[config.mk]
export PLATFORM = sky130hd
export DESIGN_NAME = lynx_memctl
export DESIGN_NICKNAME = d
export VERILOG_FILES = /design/src/rtl/lynx_memctl.sv
export SDC_FILE = /design/constraint.sdc
export NUM_CORES = 1
export LEC_CHECK = 0
export ABC_CLOCK_PERIOD_IN_PS = 4100
export BUFFER_PORTS_ARGS = -buffer_cell sky130_fd_sc_hd__buf_2
export CORE_ASPECT_RATIO = 0.75
export CORE_MARGIN = 5
export CORE_UTILIZATION = 40
export CTS_CLUSTER_DIAMETER = 40
export CTS_CLUSTER_SIZE = 14
export DETAILED_ROUTE_END_ITERATION = 8
export PLACE_DENSITY = 0.63
export SYNTH_ARGS = -nofsm -noshare
export SYNTH_HDL_FRONTEND = slang
export SYNTH_SLANG_ARGS = --single-unit
[constraint.sdc]
create_clock -name clock -period 4.1 [get_ports clock]
set_clock_uncertainty 0.15 [all_clocks]
set_input_delay 0.82 -clock clock [delete_from_list [all_inputs] [get_ports clock]]
set_output_delay 0.82 -clock clock [all_outputs]
set_load 0.02 [all_outputs]
[src/rtl/lynx_memctl.sv]
// lynx_memctl: shares one byte-wide SRAM between the Z80 and the video fetcher; CPU writes can broadcast to several banks.
// Latency: CPU read 1..VSHARE+1 slots; write popcount(mask) CPU slots plus interleaved video; video <= VSHARE+1 slots.
// Backpressure: waitn is held low while a CPU read/write is outstanding; a newer video request overwrites a pending one.
module lynx_memctl #(
    parameter int          BANKS    = 4,
    parameter int          RAW      = 21,
    parameter int          VSHARE   = 2,
    parameter logic [7:0]  BANKPORT = 8'h7F,
    localparam int         BW       = (BANKS > 1) ? $clog2(BANKS) : 1
) (
    input  logic           clock,
    input  logic           reset,
    input  logic           ce,
    input  logic           mreq,
    input  logic           iorq,
    input  logic           wr,
    input  logic [15:0]    a,
    input  logic [7:0]     dout,     // Z80 write data ("do" is a reserved word)
    output logic [7:0]     di,
    output logic           waitn,
    input  logic           vidReq,
    input  logic [BW-1:0]  vidBank,
    input  logic [15:0]    vidA,
    output logic [7:0]     vidD,
    output logic           vidValid,
    output logic           ramWe,
    output logic           ramDe,
    output logic [7:0]     ramDo,
    input  logic [7:0]     ramDi,
    output logic [RAW-1:0] ramA
);
    localparam int            SW        = (VSHARE > 1) ? $clog2(VSHARE) : 1;
    localparam logic [3:0]    BMASK     = 4'((1 << BANKS) - 1);
    localparam logic [SW-1:0] SLOT_LAST = SW'(VSHARE - 1);

    typedef enum logic [1:0] {IDLE, RD, WR, HOLD} state_t;
    typedef enum logic [1:0] {OP_NONE, OP_VID, OP_RD, OP_WR} op_t;

    state_t          state, state_nx;
    op_t             cur_op, open_op;
    logic [BW-1:0]   cur_bank, wr_bank;
    logic [3:0]      wmask, wl, wl_nx, wl_after;
    logic [BW-1:0]   rbank, cpu_rbank;
    logic [15:0]     cpu_a;
    logic [7:0]      cpu_d;
    logic            mreq_q, mreq_fall, bank_wr;
    logic [SW-1:0]   slot;
    logic            vid_pend;
    logic [BW-1:0]   vid_bank_p;
    logic [15:0]     vid_a_p;
    logic [RAW-1:0]  open_a;

    // FSM next state, wait generation and the choice of what the slot opening at this ce does
    always_comb begin
        mreq_fall = mreq_q && !mreq;
        bank_wr   = !iorq && !wr && (a[7:0] == BANKPORT);
        // the write slot closing at this ce retires its bank from the latched mask
        wl_after  = wl;
        if (cur_op == OP_WR) wl_after = wl & ~(4'b0001 << cur_bank);
        wr_bank = '0;
        for (int i = 3; i >= 0; i--) begin
            if (wl_after[i]) wr_bank = BW'(i);
        end
        state_nx = state;
        wl_nx    = wl;
        case (state)
            IDLE: if (mreq_fall) begin
                if (wr) state_nx = RD;
                else if (wmask != 4'd0) begin
                    state_nx = WR;
                    wl_nx    = wmask;
                end else state_nx = HOLD;
            end
            RD:   if (ce && cur_op == OP_RD) state_nx = HOLD;
            WR:   if (ce) begin
                wl_nx = wl_after;
                if (wl_after == 4'd0) state_nx = HOLD;
            end
            HOLD: if (mreq) state_nx = IDLE;
            default: state_nx = IDLE;
        endcase
        waitn = !((state == RD) || (state == WR) ||
                  ((state == IDLE) && mreq_fall && (wr || (wmask != 4'd0))));
        // video owns slot 0 only when it has something pending; otherwise the CPU may take it
        open_op = OP_NONE;
        if (ce) begin
            if (slot == '0 && vid_pend)                    open_op = OP_VID;
            else if (state == RD && cur_op != OP_RD)       open_op = OP_RD;
            else if (state == WR && wl_after != 4'd0)      open_op = OP_WR;
        end
        open_a = '0;
        case (open_op)
            OP_VID: begin open_a[15:0] = vid_a_p; open_a[16 +: BW] = vid_bank_p; end
            OP_RD:  begin open_a[15:0] = cpu_a;   open_a[16 +: BW] = cpu_rbank;  end
            OP_WR:  begin open_a[15:0] = cpu_a;   open_a[16 +: BW] = wr_bank;    end
            default: ;
        endcase
    end

    // FSM state register
    always_ff @(posedge clock or negedge reset) begin
        if (!reset) state <= IDLE;
        else        state <= state_nx;
    end

    // CPU side: bank register, access latch, write-mask progress and read data
    always_ff @(posedge clock or negedge reset) begin
        if (!reset) begin
            mreq_q    <= 1'b0;
            wmask     <= '0;
            rbank     <= '0;
            wl        <= '0;
            cpu_a     <= '0;
            cpu_d     <= '0;
            cpu_rbank <= '0;
            di        <= 8'hFF;
        end else begin
            mreq_q <= mreq;
            wl     <= wl_nx;
            if (bank_wr) begin
                wmask <= dout[3:0] & BMASK;
                rbank <= dout[4 +: BW];
            end
            if (state == IDLE && mreq_fall) begin
                cpu_a     <= a;
                cpu_d     <= dout;
                cpu_rbank <= rbank;
            end
            if (ce && cur_op == OP_RD) di <= ramDi;
        end
    end

    // slot sequencing and the video request / response path
    always_ff @(posedge clock or negedge reset) begin
        if (!reset) begin
            slot       <= '0;
            cur_op     <= OP_NONE;
            cur_bank   <= '0;
            vid_pend   <= 1'b0;
            vid_bank_p <= '0;
            vid_a_p    <= '0;
            vidD       <= '0;
            vidValid   <= 1'b0;
        end else begin
            vidValid <= ce && (cur_op == OP_VID);
            if (ce && cur_op == OP_VID) vidD <= ramDi;
            // a request arriving while the old one is being served becomes the new pending one
            if (vidReq) begin
                vid_pend   <= 1'b1;
                vid_bank_p <= vidBank;
                vid_a_p    <= vidA;
            end else if (open_op == OP_VID) begin
                vid_pend <= 1'b0;
            end
            if (ce) begin
                slot     <= (slot == SLOT_LAST) ? '0 : slot + 1'b1;
                cur_op   <= open_op;
                cur_bank <= wr_bank;
            end
        end
    end

    // SRAM pins change only at the ce that opens a slot; idle slots keep the last address
    always_ff @(posedge clock or negedge reset) begin
        if (!reset) begin
            ramWe <= 1'b1;
            ramDe <= 1'b0;
            ramDo <= '0;
            ramA  <= '0;
        end else if (ce) begin
            if (open_op == OP_NONE) begin
                ramWe <= 1'b1;
                ramDe <= 1'b0;
            end else begin
                ramA  <= open_a;
                ramWe <= (open_op != OP_WR);
                ramDe <= (open_op == OP_WR);
                if (open_op == OP_WR) ramDo <= cpu_d;
            end
        end
    end
endmodule
### Word level (Yosys, flattened, before mapping)

Cells that the tools add are included.

* equal/unequal tests: 19
* multiplexer cells: 28
* shift-type cells: 1
* add/sub/neg operators: 1
* reductions and logical operators: 28
* bitwise logic cells: 4

Operators by type and width (count)
* $pmux W18 S3: 1
* $mux W2: 14
* $mux W4: 5
* $ne A2 B2 Y1 const B: 9
* $eq A2 B2 Y1 const B: 6
* $logic_and A1 B1 Y1: 10
* $reduce_and A5 Y1: 2
* $eq A8 B7 Y1 const B: 1
* $pmux W2 S4: 1
* $pmux W4 S2: 1
* $reduce_bool A4 Y1: 2
* $eq A2 B1 Y1 const B: 3
* $mux W1: 6
* $and A4 B4 Y4: 1
* $logic_not A1 Y1: 4
* $logic_not A2 Y1: 2
* $logic_not A4 Y1: 1
* $not A4 Y4: 1
* $reduce_bool A2 Y1: 2
* $shl A1 B2 Y4 const A: 1
* $logic_or A1 B1 Y1: 3
* $reduce_and A3 Y1: 1
* $not A1 Y1: 2
* $reduce_and A2 Y1: 1
* $add A1 B1 Y1 const B: 1

* output and inout bits: 49
* logic and storage cells: 102
* input bits: 57
* flip-flop bits (word level): 108

### Logic depth before layout (Yosys ltp)

Gate-level depths: netlist of run 1.

* depth in word-level cells: 13
* mapped depth: 9
* gate-level depth less buffers: 7

### Least setup slack after synthesis of run 1

No wires, ideal clock.

* path type: input -> output
* start point: in mreq
* end point: out waitn
* path buffers: 2
* required time: 3.130 ns
* cell stages on the path: 5
* path slack: 1.213 ns
* arrival time: 1.917 ns
* cell sequence: nand3b_1 > clkbuf_1 > buf_1 > a21oi_1 > nor2_1

* word-level cells in the longest chain between the ends: 6

Ends and longest elaborated chain
* start, declared: line 14 `input logic mreq,`
* $logic_not A1 Y1: line 55 `mreq_fall = mreq_q && !mreq;`
* $logic_and A1 B1 Y1: line 55
* $logic_and A1 B1 Y1 (2 in a row): line 83 `((state == IDLE) && mreq_fall && (wr || (wmask != 4'd0))));`
* $logic_or A1 B1 Y1: line 82 `waitn = !((state == RD) || (state == WR) ||`
* $logic_not A1 Y1: line 82
* end, declared: line 20 `output logic waitn,`

No other way between the ends.

### Worst setup path in the final report of run 1

* start point: reg state[0]
* end point: out waitn

* word-level cells in the longest chain between the ends: 5
* elaborated cells between the ends (all ways): 8
* classes of those cells: eq/ne (2); reduce/logical (6)

Ends and longest elaborated chain
* start, declared: line 39 `state_t state, state_nx;`
* start signal, assigned: line 103 `else state <= state_nx;`
* $logic_not A2 Y1: line 83
* $logic_and A1 B1 Y1 (2 in a row): line 83
* $logic_or A1 B1 Y1 (*): line 82
* $logic_not A1 Y1 (*): line 82

Every way passes the cells marked *; elsewhere a longest branch is shown, timed or not.

==> results of run 1 <==
## cells by family after synthesis
| group | after synthesis |
|---|---|
| adder cells (fa/ha/maj) | 4 |
| XOR/XNOR | 1 |
| buffers and inverters | 25 |
| other | 1 |
| AND/OR/NAND/NOR | 70 |
| multiplexers | 73 |
| AO/OA/AOI/OAI | 68 |
| flip-flops | 108 |
## registers in the layout (all words and copies together), names as in the netlist
register	count
ramA	18
di	8
vid_bank_p	2
cpu_d	8
slot	1
vidD	8
cur_bank	2
cur_op	2
mreq_q	1
wmask	4
wl	4
cpu_a	16
vid_a_p	16
state	2
ramDo	8
vid_pend	1
ramDe	1
cpu_rbank	2
ramWe	1
vidValid	1
rbank	2
## stage by stage
| stage | util (%) | hold WS (ns) | worst slack, ns | instances |
|---|---|---|---|---|
| global route | 48.66 | 0.3455 | 1.086 | 601 |
| floorplan | - | 0.3125 | 1.213 | 352 |
| detailed placement | 46.06 | 0.3087 | 1.177 | 585 |
| global placement | 46.06 | 0.3022 | 1.263 | 585 |
| CTS | 48.66 | 0.3257 | 1.198 | 601 |
| finish | 48.66 | 0.3237 | 1.240 | 601 |
## critical path: stages (launching register included)
cell	delay, ns
sky130_fd_sc_hd__dfrtp_1	0.39
sky130_fd_sc_hd__inv_1	0.08
sky130_fd_sc_hd__ha_1	0.26
sky130_fd_sc_hd__nand3b_1	0.11
sky130_fd_sc_hd__buf_4	0.35
sky130_fd_sc_hd__a21oi_1	0.07
sky130_fd_sc_hd__nor2_1	0.11
sky130_fd_sc_hd__buf_2	0.17
## cell type report
| type | instances | area, sq um | share of cell area [%] |
|---|---|---|---|
| Timing Repair Buffer | 106 | 555.5 | 9.940 |
| Clock inverter | 6 | 70.07 | 1.254 |
| Inverter | 8 | 30.03 | 0.5373 |
| Multi-Input combinational cell | 219 | 1810 | 32.39 |
| Tap cell | 144 | 180.2 | 3.224 |
| Sequential cell | 108 | 2714 | 48.56 |
| Clock buffer | 10 | 229.0 | 4.097 |
## worst paths after layout
check	from	end	slack, ns	cells past startpoint
max	state[0]	waitn	1.24	7
max reg2reg	state[0]	ramDo[0]	1.28	8
min	ramA[5]	ramA[5]	0.32	1
max in group asynchronous	reset	ramWe	2.61	2
min reg2reg	ramA[5]	ramA[5]	0.32	1
min in group asynchronous	reset	state[0]	0.43	1
## metal layers
metal | GRT usage (%) | up-vias | routed length (microns) | share of wire, %
met2 | 23.09 | 103 | 4473 | 46
met3 | 6.238 | 8 | 763 | 7.8
met4 | 2.660 | 2 | 55 | 0.56
met1 | 20.04 | 1546 | 4496 | 46
li1 | - | 1453 | - | -
met5 | 0 | - | 11 | 0.11
## cell usage in the layout (no fill, tap or decap), types with 3 or more instances in the layout
master / count
sky130_fd_sc_hd__ha_1: 4
sky130_fd_sc_hd__conb_1: 3
sky130_fd_sc_hd__a21oi_1: 7
sky130_fd_sc_hd__o21ai_0: 5
sky130_fd_sc_hd__nand2b_1: 8
sky130_fd_sc_hd__dfrtp_1: 99
sky130_fd_sc_hd__buf_4: 4
sky130_fd_sc_hd__clkbuf_16: 9
sky130_fd_sc_hd__mux2i_1: 3
sky130_fd_sc_hd__nor2_1: 9
sky130_fd_sc_hd__mux2_2: 62
sky130_fd_sc_hd__nand2_1: 32
sky130_fd_sc_hd__inv_1: 7
sky130_fd_sc_hd__buf_2: 101
sky130_fd_sc_hd__mux2_4: 8
sky130_fd_sc_hd__a21o_1: 20
sky130_fd_sc_hd__dfstp_2: 9
sky130_fd_sc_hd__nand3_1: 4
sky130_fd_sc_hd__nand3b_1: 3
sky130_fd_sc_hd__a22o_1: 19
## where the power goes
part	internal [mW]	total, mW	switching, mW
clock network	0.479	0.873	0.393
logic	0.636	1.42	0.780
registers	1.47	1.70	0.228
total	2.59	3.99	1.40
==> metrics.txt, run 1 <==
# TYPE chip_impl_metric gauge
chip_impl_info{name="outcome",value="finished, final reports clean"} 1
chip_impl_metric{name="nFillCells",unit=""} 1043
chip_impl_metric{name="synthAdderAreaFrac",unit="%"} 1.078
chip_impl_metric{name="synth-compound-area-share",unit="%"} 11.46
chip_impl_metric{name="synth_cells",unit=""} 350
chip_impl_metric{name="ys_warn_count",unit=""} 0
chip_impl_metric{name="drive_above_1_share",unit="%"} 45.30
chip_impl_metric{name="static_leakage_power",unit="nW"} 2.802
chip_impl_metric{name="asyncSetResetFlopFracSynth",unit="%"} 100.0
chip_impl_info{name="crit_path_end_kind",value="output port"} 1
chip_impl_metric{name="buffer_ports.inserted",unit=""} 102
chip_impl_metric{name="antenna_cells",unit=""} 0
chip_impl_metric{name="num-nets-final",unit=""} 513
chip_impl_metric{name="insertion_delay",unit="ns"} 0.35
chip_impl_metric{name="drt_pre_antenna_iters",unit=""} 4
chip_impl_metric{name="final_max_slew_viol_count",unit=""} 0
chip_impl_metric{name="detailedRoute.firstIterationViolations",unit=""} 147
chip_impl_metric{name="synth_cell_types",unit=""} 53
chip_impl_metric{name="number_of_global_route_vias_before_repair",unit=""} 3118
chip_impl_info{name="synth.cells.most_frequent",value="99 x sky130_fd_sc_hd__dfrtp_1, 62 x sky130_fd_sc_hd__mux2_2, 32 x sky130_fd_sc_hd__nand2_1"} 1
chip_impl_metric{name="maxSlewHeadroom",unit="%"} 40.09
chip_impl_metric{name="site_rows",unit=""} 34
chip_impl_metric{name="post_drt_wl_per_cell",unit="microns"} 16.31
chip_impl_metric{name="drt-vias-per-instance",unit=""} 5.178
chip_impl_metric{name="detailed_place.area",unit="sq um"} 5290
chip_impl_metric{name="routed_wirelength",unit="microns"} 9800
chip_impl_metric{name="clk_path_buf_depth",unit=""} 2
chip_impl_info{name="cts_tree",value="done"} 1
chip_impl_metric{name="cts.reportedPaths.clkPinSlew",unit="ns"} 0.07
chip_impl_metric{name="cellPowerDensity",unit="nW/um^2"} 713.8
chip_impl_metric{name="ys_seq_elements",unit=""} 108
chip_impl_metric{name="cts_buffers",unit=""} 9
chip_impl_metric{name="finalHoldViolCount",unit=""} 0
chip_impl_info{name="synth_top_family_by_area",value="multiplexers"} 1
chip_impl_metric{name="finalSetupTns",unit="ns"} 0
chip_impl_info{name="grt_setup_unrepaired",value="false"} 1
chip_impl_metric{name="cts_resized",unit=""} 0
chip_impl_info{name="clk_root_buf",value="sky130_fd_sc_hd__clkbuf_16"} 1
chip_impl_metric{name="yosysSeqAreaShare",unit="%"} 58.48
chip_impl_metric{name="cp.arrival",unit="ns"} 1.89
chip_impl_metric{name="tightestPinTransition",unit="ns"} 0.8986
chip_impl_metric{name="core",unit="sq um"} 11490
chip_impl_metric{name="post_synth_xor_area_fraction",unit="%"} 0.1887
chip_impl_metric{name="synth.area.mux_share",unit="%"} 18.28
chip_impl_metric{name="die_area",unit="sq um"} 13880
chip_impl_metric{name="design_area",unit="sq um"} 5589
chip_impl_metric{name="initial_core_utilization",unit="%"} 40.40
chip_impl_metric{name="die_y",unit="microns"} 103.3
chip_impl_metric{name="antenna_violations_before_repair",unit=""} 1
chip_impl_metric{name="hpwlAfterDp",unit="microns"} 7090
chip_impl_metric{name="timing.max_cap.violations",unit=""} 0
chip_impl_metric{name="setup_violations",unit=""} 0
chip_impl_metric{name="wire_length_of_the_first_global_routing_pass",unit="microns"} 16120
chip_impl_metric{name="worst-endpoint-required",unit="ns"} 3.13
chip_impl_info{name="ys_dominant_reg_cell",value="sky130_fd_sc_hd__dfrtp_1"} 1
chip_impl_metric{name="path_max_fanout",unit=""} 27
chip_impl_metric{name="grt_start_max_net_pins",unit=""} 70
chip_impl_metric{name="area.growth.synth_to_final",unit="%"} 20.44
chip_impl_metric{name="syn_area_per_cell",unit="sq um"} 13.26
chip_impl_metric{name="min_period_over_period",unit="%"} 69.75
chip_impl_metric{name="globalRouteOverflowTotal",unit=""} 0
chip_impl_metric{name="synth_top_cell_area_share",unit="%"} 53.38
chip_impl_metric{name="place_congestion",unit=""} 0.8607
chip_impl_metric{name="min_period",unit="ns"} 2.860
chip_impl_metric{name="fp.dieW",unit="microns"} 134.4
chip_impl_info{name="timing_worst_setup_path_type",value="reg2out"} 1
chip_impl_info{name="most_common_cell_in_the_netlist",value="sky130_fd_sc_hd__dfrtp_1"} 1
chip_impl_metric{name="cts_max_level",unit=""} 3
chip_impl_metric{name="clock_sinks",unit=""} 108
chip_impl_metric{name="syn-cell-area",unit="sq um"} 4641
chip_impl_metric{name="synth_enable_flop_cells",unit=""} 0
chip_impl_metric{name="remaining_drc_errors",unit=""} 0
chip_impl_info{name="worstHoldPathType",value="reg2reg"} 1
chip_impl_info{name="synth.area.top_cells",value="sky130_fd_sc_hd__dfrtp_1 53%, sky130_fd_sc_hd__mux2_2 15%, sky130_fd_sc_hd__dfstp_2 5.1%"} 1
chip_impl_metric{name="dr_total_vias",unit=""} 3112
chip_impl_metric{name="ir_worst_vdd",unit="mV"} 0.2554
chip_impl_metric{name="design_power_total",unit="mW"} 3.989
chip_impl_info{name="setup.worst_path.start_class",value="flip-flop"} 1
chip_impl_metric{name="grt_usage",unit="%"} 14.89
chip_impl_metric{name="fmaxAchievable",unit="GHz"} 0.3497
chip_impl_metric{name="synth_simple_gate_area_share",unit="%"} 7.765
chip_impl_metric{name="cts_setup_buffers",unit=""} 0
chip_impl_metric{name="cts_hold_buf",unit=""} 0
chip_impl_info{name="synthDominantAreaCellType",value="sky130_fd_sc_hd__dfrtp_1"} 1
chip_impl_metric{name="io_pins",unit=""} 106
chip_impl_metric{name="ant_nets",unit=""} 0
Power figures use the tool's default switching activity.
==> inputs of run 2 (changes only) <==
--- a/config.mk
+++ b/config.mk
@@ -5,7 +5,8 @@
 export SDC_FILE = /design/constraint.sdc
 export NUM_CORES = 1
 export LEC_CHECK = 0
-export ABC_CLOCK_PERIOD_IN_PS = 4100
+export ABC_AREA = 1
+export ABC_CLOCK_PERIOD_IN_PS = 2500
 export BUFFER_PORTS_ARGS = -buffer_cell sky130_fd_sc_hd__buf_2
 export CORE_ASPECT_RATIO = 0.75
 export CORE_MARGIN = 5
@@ -13,7 +14,7 @@
 export CTS_CLUSTER_DIAMETER = 40
 export CTS_CLUSTER_SIZE = 14
 export DETAILED_ROUTE_END_ITERATION = 8
-export PLACE_DENSITY = 0.63
+export PLACE_DENSITY = 0.65
 export SYNTH_ARGS = -nofsm -noshare
 export SYNTH_HDL_FRONTEND = slang
 export SYNTH_SLANG_ARGS = --single-unit
==> constraint.sdc (replaced) <==
create_clock -name clock -period 2.5 [get_ports clock]
set_clock_uncertainty 0.15 [all_clocks]
set_input_delay 0.5 -clock clock [delete_from_list [all_inputs] [get_ports clock]]
set_output_delay 0.5 -clock clock [all_outputs]
set_load 0.02 [all_outputs]
==> run 2 against run 1 <==
First-iteration DRC count is 16% higher. Highest routed layer unchanged. Critical path type unchanged. Synthesized area increased by 0.62%. Utilization up 0.69 points. Largest power group unchanged. Setup slack worse by 0.99 ns. Non-clock buffer count rose by 4.
==> metrics.txt, run 2 <==
# TYPE chip_impl_metric gauge
chip_impl_metric{name="detailedRoute.firstIterationViolations",unit=""} 171
chip_impl_metric{name="pwr-share-clk",unit="%"} 23.0
chip_impl_metric{name="tightestPinTransition",unit="ns"} 0.5487
chip_impl_metric{name="drt_pre_antenna_iters",unit=""} 5
chip_impl_info{name="setup_crit_start",value="state[0]"} 1
chip_impl_info{name="synthDominantAreaCellType",value="sky130_fd_sc_hd__dfrtp_1"} 1
chip_impl_metric{name="hpwlAfterDp",unit="microns"} 7873
chip_impl_metric{name="min_period_over_period",unit="%"} 90.11
chip_impl_metric{name="ir_worst_vdd",unit="mV"} 0.5319
chip_impl_metric{name="die_y",unit="microns"} 103.6
chip_impl_info{name="ys_dominant_reg_cell",value="sky130_fd_sc_hd__dfrtp_1"} 1
chip_impl_metric{name="static_leakage_power",unit="nW"} 2.857
chip_impl_info{name="clk_root_buf",value="sky130_fd_sc_hd__clkbuf_16"} 1
chip_impl_metric{name="worst_hold_slack",unit="ns"} 0.1713
chip_impl_metric{name="post_drt_wl_per_cell",unit="microns"} 14.21
chip_impl_info{name="cp_cell_sequence",value="inv_1 -> ha_1 -> inv_1 -> nor3_2 -> a21oi_1 -> buf_2"} 1
chip_impl_metric{name="clock_sinks",unit=""} 108
chip_impl_metric{name="io_pins",unit=""} 106
chip_impl_metric{name="fmaxAchievable",unit="GHz"} 0.4439
chip_impl_metric{name="initial_core_utilization",unit="%"} 40.50
chip_impl_info{name="worstHoldPathType",value="in2reg"} 1
chip_impl_metric{name="antenna_violations_before_repair",unit=""} 1
chip_impl_metric{name="finalSetupTns",unit="ns"} 0
chip_impl_metric{name="ys_warn_count",unit=""} 0
chip_impl_metric{name="synth_cells",unit=""} 486
chip_impl_metric{name="syn_area_per_cell",unit="sq um"} 9.608
chip_impl_metric{name="ys_seq_elements",unit=""} 108
chip_impl_info{name="regToRegEndpoint",value="cpu_a[0]"} 1
chip_impl_metric{name="power_frac_seq",unit="%"} 41.0
chip_impl_metric{name="ant_nets",unit=""} 0
chip_impl_metric{name="largest_register_ff_count",unit=""} 18
chip_impl_info{name="regToRegStartpoint",value="state[0]"} 1
chip_impl_metric{name="synth_enable_flop_cells",unit=""} 0
chip_impl_metric{name="synth_top_cell_area_share",unit="%"} 53.05
chip_impl_info{name="largest-register",value="ramA"} 1
chip_impl_metric{name="yosysSeqAreaShare",unit="%"} 58.12
chip_impl_metric{name="asyncSetResetFlopFracSynth",unit="%"} 100.0
chip_impl_metric{name="fp.dieW",unit="microns"} 134.8
chip_impl_metric{name="grt_start_max_net_pins",unit=""} 43
chip_impl_metric{name="post-place-cells",unit=""} 737
chip_impl_metric{name="globalRouteOverflowTotal",unit=""} 0
chip_impl_metric{name="num-nets-final",unit=""} 648
chip_impl_metric{name="share_of_power_burned_in_combinational_logic",unit="%"} 36.0
chip_impl_info{name="most_common_cell_in_the_netlist",value="sky130_fd_sc_hd__nand2_1"} 1
chip_impl_metric{name="routed_wirelength",unit="microns"} 10720
chip_impl_metric{name="dr_total_vias",unit=""} 3590
chip_impl_info{name="slowest_stage",value="sky130_fd_sc_hd__dfrtp_1"} 1
chip_impl_info{name="setup.worst_path.start_class",value="flip-flop"} 1
chip_impl_info{name="critPathCapture",value="waitn"} 1
chip_impl_metric{name="area.growth.synth_to_final",unit="%"} 21.84
chip_impl_metric{name="site_rows",unit=""} 34
chip_impl_metric{name="drt-vias-per-instance",unit=""} 4.761
chip_impl_metric{name="antenna_cells",unit=""} 0
chip_impl_metric{name="syn-cell-area",unit="sq um"} 4669
chip_impl_metric{name="buffer_ports.inserted",unit=""} 102
chip_impl_metric{name="internal_power",unit="mW"} 4.177
chip_impl_info{name="biggestRegsByFlops",value="ramA: 18 flops, cpu_a: 16 flops, vid_a_p: 16 flops"} 1
chip_impl_metric{name="path_max_fanout",unit=""} 4
chip_impl_metric{name="regToRegSetupSlack",unit="ns"} 0.37
chip_impl_info{name="crit_path_end_kind",value="output port"} 1
chip_impl_metric{name="min_period",unit="ns"} 2.253
chip_impl_info{name="outcome",value="finished, final reports clean"} 1
chip_impl_metric{name="cts.reportedPaths.clkPinSlew",unit="ns"} 0.07
chip_impl_metric{name="timing.max_cap.violations",unit=""} 0
chip_impl_metric{name="cts_max_level",unit=""} 3
chip_impl_metric{name="switch_share",unit="%"} 38.85
chip_impl_metric{name="reg2regPathDepth",unit=""} 8
chip_impl_metric{name="cp.arrival",unit="ns"} 1.60
chip_impl_info{name="layout_common_cells",value="117 x sky130_fd_sc_hd__nand2_1, 101 x sky130_fd_sc_hd__buf_2, 99 x sky130_fd_sc_hd__dfrtp_1"} 1
chip_impl_metric{name="worst-endpoint-required",unit="ns"} 1.85
chip_impl_metric{name="wire_length_of_the_first_global_routing_pass",unit="microns"} 18000
chip_impl_info{name="cts_tree",value="done"} 1
chip_impl_info{name="critical-path-top-cell-by-count",value="sky130_fd_sc_hd__inv_1"} 1
chip_impl_metric{name="cellPowerDensity",unit="nW/um^2"} 1201
chip_impl_metric{name="insertion_delay",unit="ns"} 0.35
chip_impl_metric{name="final_cell_count_no_fill",unit=""} 754
chip_impl_info{name="synth.cells.most_frequent",value="117 x sky130_fd_sc_hd__nand2_1, 99 x sky130_fd_sc_hd__dfrtp_1, 47 x sky130_fd_sc_hd__inv_1, 47 x sky130_fd_sc_hd__nand3_1, 45 x sky130_fd_sc_hd__o21ai_0"} 1
chip_impl_metric{name="grt_usage",unit="%"} 16.07
chip_impl_metric{name="die_area",unit="sq um"} 13960
chip_impl_metric{name="finalCoreUtilization",unit="%"} 49.35
chip_impl_metric{name="cpPeakStageDelay",unit="ns"} 0.40
chip_impl_info{name="leading_cell_type_in_the_layout_fill_and_taps_excluded",value="sky130_fd_sc_hd__nand2_1"} 1
chip_impl_info{name="grt_setup_unrepaired",value="false"} 1
chip_impl_metric{name="maxSlewHeadroom",unit="%"} 63.38
chip_impl_metric{name="design_area",unit="sq um"} 5689
chip_impl_info{name="timing_worst_setup_path_type",value="reg2out"} 1
chip_impl_metric{name="number_of_global_route_vias_before_repair",unit=""} 3699
chip_impl_metric{name="synth_cell_types",unit=""} 35
chip_impl_metric{name="power.switching",unit="mW"} 2.654
chip_impl_metric{name="remaining_drc_errors",unit=""} 0
chip_impl_info{name="synth.area.top_cells",value="sky130_fd_sc_hd__dfrtp_1 53%, sky130_fd_sc_hd__nand2_1 9.4%, sky130_fd_sc_hd__dfstp_2 5.1%"} 1
chip_impl_metric{name="setup_violations",unit=""} 0
chip_impl_metric{name="cts_buffers",unit=""} 9
chip_impl_metric{name="place_congestion",unit=""} 0.8059
chip_impl_metric{name="finalHoldViolCount",unit=""} 0
chip_impl_metric{name="core",unit="sq um"} 11530
chip_impl_metric{name="cts_setup_buffers",unit=""} 0
chip_impl_metric{name="detailed_place.area",unit="sq um"} 5346
chip_impl_metric{name="clk_path_buf_depth",unit=""} 2
chip_impl_metric{name="drive_above_1_share",unit="%"} 30.74
chip_impl_metric{name="final_max_slew_viol_count",unit=""} 0
run 2: changes by cell type after synthesis, sizes merged, moves of 3 or more:
cell    delta
mux2i      -3
nand2     +91
nor2      +12
nand3b     -3
nand3     +52
nand2b     -8
a21o      -20
mux2      -52
a22o      -19
o21ai     +51
inv       +44
clkbuf     +4
run 2: kinds of logic after synthesis:
kind of cell / count (synthesis) / share of synthesized area [%]
simple gates: 209 / 21.11
flops: 108 / 58.12
buf+inv: 74 / 6.967
compound gates: 71 / 8.119
mux: 18 / 4.341
fa+ha+maj: 4 / 1.072
other cells: 1 / 0.08031
xor+xnor: 1 / 0.1876
run 2: final cells by class:
cell class,count,area (sq um)
Sequential cell,108,2714
Fill cell,1094,5839
Tap cell,162,202.7
Inverter,52,196.4
Clock buffer,10,239.0
Timing Repair Buffer,110,600.6
Clock inverter,6,93.84
Multi-Input combinational cell,306,1643
run 2: critical path, delay by kind of cell (launching register included):
family / cells / cell delay [ns]
DFF: 1 / 0.40
buffers and inverters: 3 / 0.40
and+or+nand+nor: 1 / 0.06
AOI/OAI and AO/OA: 1 / 0.17
adders and majority gates: 1 / 0.22
run 2: power groups by stage:
stage,sequential (mW),combinational (mW),clock [mW]
after CTS,2.80,2.50,1.61
final,2.80,2.46,1.57
after floorplan,3.18,1.34,0
after detailed placement,2.82,2.50,0
after global routing,2.87,2.75,1.68
after global placement,2.81,2.41,0
run 2: timing repair:
action	CTS	global route
resized for setup	0	0
hold buffers	1	0
endpoints found under the hold margin	25	0
run 2: metal layers:
layer,part of all wire (%),routed length [microns],up-vias,track usage [%]
met5,0.10,11,-,0
met4,1.5,166,2,4.215
met3,5.6,596,14,5.959
met2,49,5233,76,26.34
met1,44,4708,1733,20.09
li1,-,-,1765,-
run 2: stage by stage:
stage / worst slack, ns / power [mW]
2_1_floorplan: 0.3016 / 4.518
3_3_place_gp: 0.4660 / 5.215
3_5_place_dp: 0.3636 / 5.316
4_1_cts: 0.2150 / 6.907
5_1_grt: 0.09779 / 7.306
6_report: 0.2473 / 6.831
run 2: worst min path at each step:
stage | from | endpoint | slack (ns) | depth (start not counted)
after floorplan | reset | cpu_a[0] | 0.05 | 0
after global placement | cpu_a[15] | cpu_a[15] | 0.31 | 2
after detailed placement | cpu_a[13] | cpu_a[13] | 0.31 | 2
after CTS | mreq | mreq_q | 0.16 | 1
after global routing | mreq | mreq_q | 0.16 | 1
final | mreq | mreq_q | 0.17 | 1
==> inputs of run 3 (changes only) <==
--- a/config.mk
+++ b/config.mk
@@ -5,7 +5,6 @@
 export SDC_FILE = /design/constraint.sdc
 export NUM_CORES = 1
 export LEC_CHECK = 0
-export ABC_AREA = 1
 export ABC_CLOCK_PERIOD_IN_PS = 2500
 export BUFFER_PORTS_ARGS = -buffer_cell sky130_fd_sc_hd__buf_2
 export CORE_ASPECT_RATIO = 0.75
==> run 3 against run 2 <==
Sequential share of layout area grew 0.30 points. Sequential cell count did not move. Clock power down 13%. Via count decreased by 12%. Utilization fell by 0.12 points. Setup slack worse by 0.063 ns. Cell area decreased by 0.62%. Highest routed layer unchanged. Register-to-register slack got worse by 0.18 ns. Count of clock-buffer cells in the layout unchanged. Global-route usage shrank 0.74 points. Wire length down 4.8%. Largest cell class unchanged. Maximum frequency shrank 2.7%.
==> metrics.txt, run 3 (synthesis results as in run 1) <==
# TYPE chip_impl_metric gauge
chip_impl_info{name="cp_cell_sequence",value="nor4_1 -> a21oi_1 -> nor2_1 -> buf_2"} 1
chip_impl_metric{name="area.growth.synth_to_final",unit="%"} 21.84
chip_impl_metric{name="finalHoldViolCount",unit=""} 0
chip_impl_info{name="grt_setup_unrepaired",value="false"} 1
chip_impl_metric{name="clk_path_buf_depth",unit=""} 2
chip_impl_metric{name="grt_usage",unit="%"} 15.33
chip_impl_metric{name="pre_cts_slack",unit="ns"} 0.1958
chip_impl_info{name="biggestRegsByFlops",value="ramA: 18 flops, cpu_a: 16 flops, vid_a_p: 16 flops"} 1
chip_impl_metric{name="tightestPinTransition",unit="ns"} 0.5303
chip_impl_metric{name="final_max_slew_viol_count",unit=""} 0
chip_impl_metric{name="initial_core_utilization",unit="%"} 40.40
chip_impl_metric{name="io_pins",unit=""} 106
chip_impl_metric{name="routed_wirelength",unit="microns"} 10200
chip_impl_metric{name="setup_violations",unit=""} 0
chip_impl_metric{name="finalSetupTns",unit="ns"} 0
chip_impl_metric{name="buffer_ports.inserted",unit=""} 102
chip_impl_metric{name="detailedRoute.firstIterationViolations",unit=""} 160
chip_impl_metric{name="core",unit="sq um"} 11490
chip_impl_metric{name="cts_buffers",unit=""} 9
chip_impl_metric{name="wire_length_of_the_first_global_routing_pass",unit="microns"} 16700
chip_impl_metric{name="hpwlAfterDp",unit="microns"} 7533
chip_impl_metric{name="cts_setup_buffers",unit=""} 0
chip_impl_metric{name="clock_sinks",unit=""} 108
chip_impl_info{name="worstHoldPathType",value="in2reg"} 1
chip_impl_metric{name="cts.reportedPaths.clkPinSlew",unit="ns"} 0.08
chip_impl_metric{name="site_rows",unit=""} 34
chip_impl_info{name="slowest_stage",value="sky130_fd_sc_hd__nor4_1"} 1
chip_impl_metric{name="dr_total_vias",unit=""} 3143
chip_impl_metric{name="place_congestion",unit=""} 0.8815
chip_impl_metric{name="nFillCells",unit=""} 1033
chip_impl_metric{name="min_period_over_period",unit="%"} 92.61
chip_impl_metric{name="cpPeakStageDelay",unit="ns"} 0.46
chip_impl_metric{name="worst_hold_slack",unit="ns"} 0.1401
chip_impl_metric{name="cp.arrival",unit="ns"} 1.67
chip_impl_metric{name="cts_resized",unit=""} 0
chip_impl_info{name="cts_tree",value="done"} 1
chip_impl_metric{name="cts_max_level",unit=""} 3
chip_impl_metric{name="post_drt_wl_per_cell",unit="microns"} 16.75
chip_impl_metric{name="drive_above_1_share",unit="%"} 46.02
chip_impl_metric{name="drt_pre_antenna_iters",unit=""} 4
chip_impl_metric{name="cellPowerDensity",unit="nW/um^2"} 1157
chip_impl_metric{name="die_y",unit="microns"} 103.3
chip_impl_metric{name="grt_start_max_net_pins",unit=""} 40
chip_impl_metric{name="path_max_fanout",unit=""} 3
chip_impl_metric{name="largest_register_ff_count",unit=""} 18
chip_impl_info{name="crit_path_end_kind",value="output port"} 1
chip_impl_metric{name="drt-vias-per-instance",unit=""} 5.161
chip_impl_info{name="leading_cell_type_in_the_layout_fill_and_taps_excluded",value="sky130_fd_sc_hd__buf_2"} 1
chip_impl_metric{name="remaining_drc_errors",unit=""} 0
chip_impl_metric{name="die_area",unit="sq um"} 13880
chip_impl_metric{name="fp.dieW",unit="microns"} 134.4
chip_impl_metric{name="ant_nets",unit=""} 0
chip_impl_metric{name="ir_worst_vdd",unit="mV"} 0.5024
chip_impl_info{name="timing_worst_setup_path_type",value="reg2out"} 1
chip_impl_metric{name="static_leakage_power",unit="nW"} 2.838
chip_impl_metric{name="timing.max_cap.violations",unit=""} 0
chip_impl_metric{name="final.setup.worst_slack",unit="ns"} 0.1848
chip_impl_metric{name="worst-endpoint-required",unit="ns"} 1.85
chip_impl_metric{name="insertion_delay",unit="ns"} 0.35
chip_impl_metric{name="min_period",unit="ns"} 2.315
chip_impl_metric{name="num-nets-final",unit=""} 521
chip_impl_metric{name="fmaxAchievable",unit="GHz"} 0.4319
chip_impl_metric{name="antenna_cells",unit=""} 0
chip_impl_metric{name="globalRouteOverflowTotal",unit=""} 0
chip_impl_info{name="setup.worst_path.start_class",value="flip-flop"} 1
chip_impl_metric{name="number_of_global_route_vias_before_repair",unit=""} 3297
chip_impl_metric{name="antenna_violations_before_repair",unit=""} 1
chip_impl_info{name="largest-register",value="ramA"} 1
chip_impl_info{name="clk_root_buf",value="sky130_fd_sc_hd__clkbuf_16"} 1
chip_impl_metric{name="maxSlewHeadroom",unit="%"} 64.65
chip_impl_info{name="layout_common_cells",value="101 x sky130_fd_sc_hd__buf_2, 99 x sky130_fd_sc_hd__dfrtp_1, 62 x sky130_fd_sc_hd__mux2_2"} 1
chip_impl_info{name="outcome",value="finished, final reports clean"} 1
==> run 3: cell types whose count changed in the layout (fill, tap and decap cells not counted), sizes merged, moves of 8 or more <==
cell and change:
a21o +20, a22o +19, inv -44, mux2 +52, nand2 -91, nand2b +8
nand3 -52, nor2 -12, o21ai -51
==> run 3: final timing paths <==
kind / startpoint / endpoint / slack, ns / depth (start not counted)
worst min register to register: vidD[3] / vidD[3] / 0.33 / 2
worst min-delay path: mreq / mreq_q / 0.14 / 1
worst max register to register: state[0] / ramA[12] / 0.19 / 8
min in group asynchronous: reset / wl[1] / 0.53 / 2
max in group asynchronous: reset / ramWe / 1.05 / 3
worst max-delay path: wmask[1] / waitn / 0.18 / 4
==> run 3: per-stage QoR <==
stage	cell area (sq um)	total power, mW	util [%]	std cells
floorplan	4648	4.436	-	352
global placement	5355	5.144	46.62	592
detailed placement	5355	5.229	46.62	592
CTS	5654	6.626	49.23	609
global route	5654	6.976	49.23	609
finish	5654	6.544	49.23	609
==> run 3: area by class of cell <==
| cell class | count | area, sq um | area share, % |
|---|---|---|---|
| tap | 144 | 180.2 | 3.187 |
| clock buffer | 10 | 229.0 | 4.050 |
| inverter | 8 | 30.03 | 0.5311 |
| multi-input combinational | 219 | 1810 | 32.02 |
| sequential | 108 | 2714 | 48.00 |
| timing repair buffer | 114 | 630.6 | 11.15 |
| clock inverter | 6 | 60.06 | 1.062 |
==> run 3: power breakdown <==
group	switching, mW	internal [mW]	total [mW]
Combinational	1.29	1.07	2.36
Clock	0.674	0.698	1.37
Sequential	0.396	2.42	2.81
Total	2.36	4.18	6.54
==> run 3: critical path, delay by kind of cell, from the launching register on <==
kind,cells,cell delay (ns)
buf+inv,1,0.18
simple gates,2,0.59
compound gates,1,0.13
flops,1,0.41
==> run 3: repair_timing <==
item                       CTS  global route
hold buffers                 1             0
hold endpoints to repair    18             0
setup endpoints to repair    0             0
==> run 3: metal layers <==
metal / routed length, microns / vias up / GRT usage (%)
li1: - / 1464 / -
met1: 4796 / 1563 / 21.09
met2: 4474 / 101 / 23.09
met3: 818 / 13 / 5.948
met4: 102 / 2 / 3.756
met5: 7 / - / 0
